## config.mk

```make
export PLATFORM = sky130hd
export DESIGN_NAME = adc_capture_writer
export DESIGN_NICKNAME = d
export VERILOG_FILES = /design/src/rtl/adc_sdram_pkg.sv /design/src/rtl/sample_fifo.sv /design/src/rtl/adc_capture_writer.sv
export SDC_FILE = /design/constraint.sdc
export NUM_CORES = 1
export LEC_CHECK = 0
export CAP_MARGIN = 20
export CORE_MARGIN = 5
export CORE_UTILIZATION = 63
export CTS_CLUSTER_DIAMETER = 40
export CTS_CLUSTER_SIZE = 25
export DETAILED_ROUTE_END_ITERATION = 6
export PLACE_DENSITY = 0.83
export SYNTH_ARGS = -nofsm -noshare
export SYNTH_HDL_FRONTEND = slang
export SYNTH_SLANG_ARGS = --single-unit
```

## constraint.sdc

```tcl
create_clock -name Clk -period 10.93 [get_ports Clk]
set_clock_uncertainty 0.15 [all_clocks]
set_input_delay 1.6395 -clock Clk [delete_from_list [all_inputs] [get_ports Clk]]
set_output_delay 1.6395 -clock Clk [all_outputs]
set_load 0.01 [all_outputs]
```

## src/rtl/adc_sdram_pkg.sv

```systemverilog
// Shared types and defaults for the ADC-to-SDRAM capture path.
package adc_sdram_pkg;

  localparam int DATA_W_DEF = 16;
  localparam int ADDR_W_DEF = 22;

  typedef enum logic [2:0] {
    ST_IDLE,
    ST_CAPTURE,
    ST_ISSUE,
    ST_WAIT_ACK,
    ST_DRAIN,
    ST_DONE
  } state_t;

endpackage

```

## src/rtl/sample_fifo.sv

```systemverilog
// First-word-fall-through sample buffer; the head word is visible on dout whenever not empty.
module sample_fifo #(
  parameter int DATA_W = 16,
  parameter int AW     = 4
) (
  input  logic              clk,
  input  logic              rst_n,
  input  logic              flush,
  input  logic              push,
  input  logic              pop,
  input  logic [DATA_W-1:0] din,
  output logic [DATA_W-1:0] dout,
  output logic              full,
  output logic              empty
);

  localparam int DEPTH = 1 << AW;

  logic [DATA_W-1:0] mem [DEPTH];
  logic [AW-1:0]     wr_ptr;
  logic [AW-1:0]     rd_ptr;
  logic [AW:0]       count;
  logic              do_push;
  logic              do_pop;

  assign full  = count[AW];
  assign empty = (count == '0);
  assign dout  = mem[rd_ptr];

  // A push into a full FIFO is legal when the head leaves in the same cycle.
  assign do_pop  = pop && !empty;
  assign do_push = push && (!full || do_pop);

  always_ff @(posedge clk or negedge rst_n) begin
    if (!rst_n) begin
      wr_ptr <= '0;
      rd_ptr <= '0;
      count  <= '0;
    end else if (flush) begin
      wr_ptr <= '0;
      rd_ptr <= '0;
      count  <= '0;
    end else begin
      if (do_push) wr_ptr <= wr_ptr + AW'(1);
      if (do_pop)  rd_ptr <= rd_ptr + AW'(1);
      if (do_push && !do_pop)      count <= count + (AW+1)'(1);
      else if (!do_push && do_pop) count <= count - (AW+1)'(1);
    end
  end

  always_ff @(posedge clk) begin
    if (do_push && !flush) mem[wr_ptr] <= din;
  end

endmodule

```

## src/rtl/adc_capture_writer.sv

```systemverilog
// Buffers ADC samples and writes them one word at a time to consecutive SDRAM addresses.
//   state       | meaning
//   ST_IDLE     | waiting for Arm; Done/Overflow hold their last values
//   ST_CAPTURE  | accepting samples; launches a write when FIFO has data and the bus is free
//   ST_ISSUE    | first cycle of a write request
//   ST_WAIT_ACK | request held stable until Ack
//   ST_DRAIN    | aborted: discard buffered samples
//   ST_DONE     | all words written; Done raised
module adc_capture_writer
  import adc_sdram_pkg::*;
#(
  parameter int DATA_W  = DATA_W_DEF,
  parameter int ADDR_W  = ADDR_W_DEF,
  parameter int FIFO_AW = 4
) (
  input  logic              Clk,
  input  logic              Reset_n,
  input  logic [DATA_W-1:0] SampleData,
  input  logic              SampleValid,
  input  logic              Arm,
  input  logic              Abort,
  input  logic [ADDR_W-1:0] BaseAddr,
  input  logic [ADDR_W-1:0] CaptureLen,
  output logic              Req,
  output logic              WnR,
  output logic [ADDR_W-1:0] Address,
  output logic [DATA_W-1:0] DataOut,
  input  logic              Busy,
  input  logic              Ack,
  output logic              Capturing,
  output logic              Done,
  output logic              Overflow,
  output logic [ADDR_W-1:0] WordsWritten
);

  state_t            state;
  logic [ADDR_W-1:0] base_addr;
  logic [ADDR_W-1:0] cap_len;
  logic [ADDR_W-1:0] accepted;
  logic [ADDR_W-1:0] words_next;
  logic              abort_pend;
  logic              in_write;
  logic              sample_ok;
  logic              push;
  logic              pop;
  logic              drop;
  logic              flush;
  logic              fifo_full;
  logic              fifo_empty;
  logic [DATA_W-1:0] fifo_head;

  assign WnR        = 1'b1;
  assign in_write   = (state == ST_ISSUE) || (state == ST_WAIT_ACK);
  assign sample_ok  = SampleValid && Capturing && !abort_pend && (accepted != cap_len);
  assign pop        = in_write && Ack;
  assign push       = sample_ok && (!fifo_full || pop);
  assign drop       = sample_ok && fifo_full && !pop;
  assign flush      = ((state == ST_IDLE) && Arm) || (state == ST_DRAIN);
  assign words_next = WordsWritten + ADDR_W'(1);

  sample_fifo #(.DATA_W(DATA_W), .AW(FIFO_AW)) u_fifo (
    .clk   (Clk),
    .rst_n (Reset_n),
    .flush (flush),
    .push  (push),
    .pop   (pop),
    .din   (SampleData),
    .dout  (fifo_head),
    .full  (fifo_full),
    .empty (fifo_empty)
  );

  always_ff @(posedge Clk or negedge Reset_n) begin
    if (!Reset_n) begin
      state        <= ST_IDLE;
      base_addr    <= '0;
      cap_len      <= '0;
      accepted     <= '0;
      abort_pend   <= 1'b0;
      Req          <= 1'b0;
      Address      <= '0;
      DataOut      <= '0;
      Capturing    <= 1'b0;
      Done         <= 1'b0;
      Overflow     <= 1'b0;
      WordsWritten <= '0;
    end else begin
      if (push) accepted <= accepted + ADDR_W'(1);
      if (drop) Overflow <= 1'b1;
      case (state)
        ST_IDLE: begin
          if (Arm) begin
            base_addr    <= BaseAddr;
            cap_len      <= CaptureLen;
            accepted     <= '0;
            abort_pend   <= 1'b0;
            Overflow     <= 1'b0;
            WordsWritten <= '0;
            if (CaptureLen == '0) begin
              state <= ST_DONE;
              Done  <= 1'b1;
            end else begin
              state     <= ST_CAPTURE;
              Capturing <= 1'b1;
              Done      <= 1'b0;
            end
          end
        end
        ST_CAPTURE: begin
          if (Abort) begin
            state     <= ST_DRAIN;
            Capturing <= 1'b0;
          end else if (!fifo_empty && !Busy && !Ack) begin
            Req     <= 1'b1;
            Address <= base_addr + WordsWritten;
            DataOut <= fifo_head;
            state   <= ST_ISSUE;
          end
        end
        ST_ISSUE, ST_WAIT_ACK: begin
          if (Abort) abort_pend <= 1'b1;
          // An abort only takes effect once the outstanding write has been acknowledged.
          if (Ack) begin
            Req          <= 1'b0;
            WordsWritten <= words_next;
            if (Abort || abort_pend) begin
              state     <= ST_DRAIN;
              Capturing <= 1'b0;
            end else if (words_next == cap_len) begin
              state     <= ST_DONE;
              Capturing <= 1'b0;
              Done      <= 1'b1;
            end else begin
              state <= ST_CAPTURE;
            end
          end else begin
            state <= ST_WAIT_ACK;
          end
        end
        ST_DRAIN: begin
          abort_pend <= 1'b0;
          state      <= ST_IDLE;
        end
        ST_DONE:  state <= ST_IDLE;
        default:  state <= ST_IDLE;
      endcase
    end
  end

endmodule

```

==> results.md <==
- The flow ran to the end, and the final reports show no timing, DRC or antenna violations.
- Counting every net in the synthesized netlist gives 1303.
- The H-tree depth is 2.
- Global routing used 46.9% of the available met2 tracks.
- In this run the critical register-to-register path is launched from state[1]$_DFFE_PN0P_.
- Relative to the synthesized area, the layout overhead comes to 18.2%.
- The initial antenna violation count is 0.
- The vertical extent of the die is 179 um.
- IR analysis of the VDD net gives a maximum drop of 0.151 mV.
- The most frequently used flop master after synthesis is sky130_fd_sc_hd__edfxtp_1.
- After synthesis the cells add up to 18000 um^2.
- The type of the most critical hold path is flop to flop.
- The largest total area in the synthesized netlist belongs to sky130_fd_sc_hd__edfxtp_1.
- After technology mapping, the gate count stands at 1201.
- The fill cell instance count of the final layout is 1637.
- The count of vias placed by the detailed router is 11000.
- The width of the chip is 179 um.
- Clock tree synthesis selected as its root buffer the cell sky130_fd_sc_hd__clkbuf_16.
- The port buffer count is 130.
- The total of cells resized after clock tree synthesis is 0.
- In this run, CTS created clock tree buffers numbering 43.
- The endpoint kind of the worst setup timing path is a flop.
- Across the run, the number of max-cap violations was 0.
- The clock tree buffer depth is 3.
- STA classifies the critical path startpoint as a primary input.
- In the final timing run, aggregate negative setup slack is 0 ns.
- Before antenna repair, the detailed router went through 5 iterations.
- The average wire length per cell after detail routing is 24.0 um.
- The maximum number of pins on one net before global-route repair is 87.
- The source of the worst hold timing path is Address[7]$_DFFE_PN0P_.
- The fraction of post-synthesis cell area in the top cell type by area is 42.7%.
- The fraction of the cycle the final worst path needs is 47.1%.
- The congestion estimate from routability-driven global placement came to 0.883.
- The HPWL after detailed placement is 27500 um.
- Ranked by total cell area, the synthesized netlist is headed by sky130_fd_sc_hd__edfxtp_1 (43%), sky130_fd_sc_hd__dfrtp_1 (20%), sky130_fd_sc_hd__mux4_2 (10%).
- The multi-input combinational cells in the finished layout cover a total of 6360 um^2.
- After synthesis the netlist holds a flip-flop and latch count of 403.
- The number of global-route vias before repair is 11500.
- Of all flip-flops after synthesis, the portion carrying an async set or reset was 36.5%.
- For this block, the initial DRC count from the detailed router was 945.
- The wire length of the first global-routing pass is 65200 um.
- The data required time of the critical path is 11.24 ns.
- The later pin in the worst-skew pair is clocked with a latency of 0.55 ns.
- Timing would allow up to 0.194 GHz.
- Setup violations remaining at the end of the flow were counted as 0.
- The worst path setup slack after routing is 5.78 ns.
- Summing all flip-flop and latch instances after layout gives 11400 um^2.
- 0 antenna diodes ended up in the layout.
- The share of the core filled with cells in the final layout is 76.0%.
- Setup repair after global routing left no endpoint under its margin.
- The data arrival time of the critical path is 5.46 ns.
- The number of nets with antenna violations after routing is 0.
- The largest fanout of any net on the critical path is 25.
- The total number of placement rows is 61.
- The effective utilization at floorplan is 64.3%.
- The minimum period implied by the final worst setup slack is 5.15 ns.
- The hold violation count in the final report is 0.
- The met1 global-route usage is 35.4%.
- The buffer count from post-CTS setup fixing is 0.
- The number of remaining DRC errors is 0.
- The unique cell type count in the Yosys netlist is 72.
- Each instance of the synthesized netlist takes up on average 15.0 um^2.
- The met3 routing resource usage after global routing is 4.62%.
- In the global route stage, overall resource usage came out at 27.1%.
- The final-report max-slew violation count is 0.
- The setup slack after placement is 5.37 ns.
- For this design the ratio of total power to cell area is 222 nW/um^2.
- The tightest hold path in the finished design has a slack of 0.334 ns.
- The number of synthesized flops with an enable pin is 256.
- The critical path is of the primary input to flop type.
- During synthesis, Yosys emitted a total of 0 warnings.
- The clock drives 403 sinks.
- Global routing finished with a remaining overflow of 0.
- The share of the Yosys chip area taken by registers is 63.1%.
- The clock slew at the register clock pins of the worst setup and hold paths is 0.06 ns.
- Headroom to the max-slew limit came out at 28.6%.
- The die area is 32100 um^2.
- After the last flow step, the layout net total stands at 1453.
- The most critical setup path has its startpoint at Ack.
- The slew of the pin with the lowest slew margin is 1.07 ns.
- Of the cells placed in the final design, the portion with a size suffix greater than 1 is 18.3%.
- The analysis attributes to cell leakage a power of 0.00767 uW.
- Using the TritonRoute via totals, the vias-per-cell ratio works out to 6.23.
- The layer with the highest usage is met2.
- The CTS tree is yes.
- The number of hold buffers added after CTS is 0.
- After detailed routing, the total wire length is 42400 um.
- During I/O placement, the number of pins put on the boundary was 132.
- Summing internal, switching and leakage power gives 4730 uW.
- The area of the placeable core is 28000 um^2.
==> placed cells by master (no fill, tap or decap), types with 12 or more instances in the layout <==
cell | synthesis | final
sky130_fd_sc_hd__clkdlybuf4s50_1 | 0 | 129
sky130_fd_sc_hd__clkbuf_16 | 0 | 45
sky130_fd_sc_hd__a21o_1 | 13 | 13
sky130_fd_sc_hd__nand3_1 | 28 | 28
sky130_fd_sc_hd__o21ai_1 | 12 | 12
sky130_fd_sc_hd__nor2_1 | 87 | 86
sky130_fd_sc_hd__xor2_1 | 25 | 25
sky130_fd_sc_hd__o21ai_0 | 51 | 51
sky130_fd_sc_hd__buf_4 | 4 | 24
sky130_fd_sc_hd__xnor2_1 | 76 | 76
sky130_fd_sc_hd__mux2_2 | 46 | 46
sky130_fd_sc_hd__nand4_1 | 18 | 18
sky130_fd_sc_hd__edfxtp_1 | 256 | 256
sky130_fd_sc_hd__ha_1 | 33 | 33
sky130_fd_sc_hd__mux4_2 | 80 | 80
sky130_fd_sc_hd__nand2_1 | 79 | 79
sky130_fd_sc_hd__dfrtp_1 | 147 | 145
sky130_fd_sc_hd__mux2_1 | 17 | 17
sky130_fd_sc_hd__a21oi_1 | 29 | 29
sky130_fd_sc_hd__inv_1 | 23 | 23
==> synthesized netlist by cell type, types with 3 or more instances <==
library cell,instances
sky130_fd_sc_hd__edfxtp_1,256
sky130_fd_sc_hd__dfrtp_1,147
sky130_fd_sc_hd__nor2_1,87
sky130_fd_sc_hd__mux4_2,80
sky130_fd_sc_hd__nand2_1,79
sky130_fd_sc_hd__xnor2_1,76
sky130_fd_sc_hd__o21ai_0,51
sky130_fd_sc_hd__mux2_2,46
sky130_fd_sc_hd__ha_1,33
sky130_fd_sc_hd__clkbuf_1,31
sky130_fd_sc_hd__a21oi_1,29
sky130_fd_sc_hd__nand3_1,28
sky130_fd_sc_hd__xor2_1,25
sky130_fd_sc_hd__inv_1,23
sky130_fd_sc_hd__nand4_1,18
sky130_fd_sc_hd__mux2_1,17
sky130_fd_sc_hd__a21o_1,13
sky130_fd_sc_hd__o21ai_1,12
sky130_fd_sc_hd__nor4_1,11
sky130_fd_sc_hd__o31ai_1,10
sky130_fd_sc_hd__nand2b_1,9
sky130_fd_sc_hd__nor3_1,9
sky130_fd_sc_hd__buf_1,7
sky130_fd_sc_hd__mux2i_1,7
sky130_fd_sc_hd__buf_2,6
sky130_fd_sc_hd__nor2b_1,6
sky130_fd_sc_hd__and3_1,5
sky130_fd_sc_hd__or3_1,5
sky130_fd_sc_hd__a31oi_1,4
sky130_fd_sc_hd__and2_1,4
sky130_fd_sc_hd__and4_1,4
sky130_fd_sc_hd__buf_4,4
sky130_fd_sc_hd__a211oi_1,3
sky130_fd_sc_hd__o211ai_1,3
sky130_fd_sc_hd__o21a_1,3
sky130_fd_sc_hd__o21bai_1,3
sky130_fd_sc_hd__or2_1,3
sky130_fd_sc_hd__or4_1,3
==> final timing paths <==
check                      cells past startpoint  slack [ns]                          end
setup / recovery                              13        5.78  u_fifo.count[4]$_DFFE_PN0P_
hold / removal                                 2        0.33       Address[7]$_DFFE_PN0P_
setup reg to reg                              12        6.80  u_fifo.count[4]$_DFFE_PN0P_
hold reg to reg                                2        0.33       Address[7]$_DFFE_PN0P_
max in group asynchronous                      2        8.34       cap_len[7]$_DFFE_PN0P_
min in group asynchronous                      1        1.01    base_addr[14]$_DFFE_PN0P_
==> layout make-up <==
class	count	area share, %
Inverter	23	0.406
Timing Repair Buffer	154	6.97
Clock buffer	49	5.41
Clock inverter	31	1.62
Sequential cell	403	53.4
Tap cell	378	2.22
Multi-Input combinational cell	726	29.9
==> critical path, cell delays in order <==
cell and delay, ns:
sky130_fd_sc_hd__clkdlybuf4s50_1 0.50, sky130_fd_sc_hd__nand2_1 0.12, sky130_fd_sc_hd__or2_1 0.57, sky130_fd_sc_hd__and2_1 0.35, sky130_fd_sc_hd__a211o_1 0.46, sky130_fd_sc_hd__or2_1 0.41
sky130_fd_sc_hd__fa_1 0.44, sky130_fd_sc_hd__a21o_1 0.20, sky130_fd_sc_hd__a21o_1 0.20, sky130_fd_sc_hd__nor2_1 0.13, sky130_fd_sc_hd__mux2_2 0.18, sky130_fd_sc_hd__nand2_1 0.06
sky130_fd_sc_hd__a31oi_1 0.18
==> where the power goes <==
group	internal [uW]	switching, uW	total (uW)
clock network	827	675	1500
registers	1830	201	2030
logic	609	588	1200
==> cell families (layout without fill, tap and decap cells) <==
| logic type | count (synthesis) | count (layout) | share of synthesized area (%) |
|---|---|---|---|
| fa+ha+maj | 35 | 35 | 2.52 |
| other cells | 1 | 1 | 0.0208 |
| flops | 403 | 403 | 63.1 |
| xor+xnor | 101 | 101 | 4.91 |
| compound gates | 148 | 148 | 5.18 |
| buf+inv | 72 | 257 | 1.67 |
| mux | 150 | 150 | 14.3 |
| simple gates | 291 | 291 | 8.22 |
==> layer usage <==
metal	wire length, um	vias up
li1	-	4859
met3	3140	88
met1	16100	5536
met5	0	-
met2	21900	514
met4	1260	0
==> through the flow <==
step,cells,area [um^2]
final,1764,21300
after global routing,1764,21300
after CTS,1764,21300
after detailed placement,1684,19800
after global placement,1684,19800
after floorplan,1201,18000
==> sequential cells by signal (all words and copies together) (netlist names) <==
| signal | cells |
|---|---|
| DataOut | 16 |
| cap_len | 22 |
| Req | 1 |
| u_fifo.mem | 256 |
| u_fifo.wr_ptr | 4 |
| Capturing | 1 |
| u_fifo.count | 5 |
| accepted | 22 |
| base_addr | 22 |
| state | 3 |
| WordsWritten | 22 |
| Overflow | 1 |
| abort_pend | 1 |
| Address | 22 |
| Done | 1 |
| u_fifo.rd_ptr | 4 |
(Power assumes the default switching activity.)
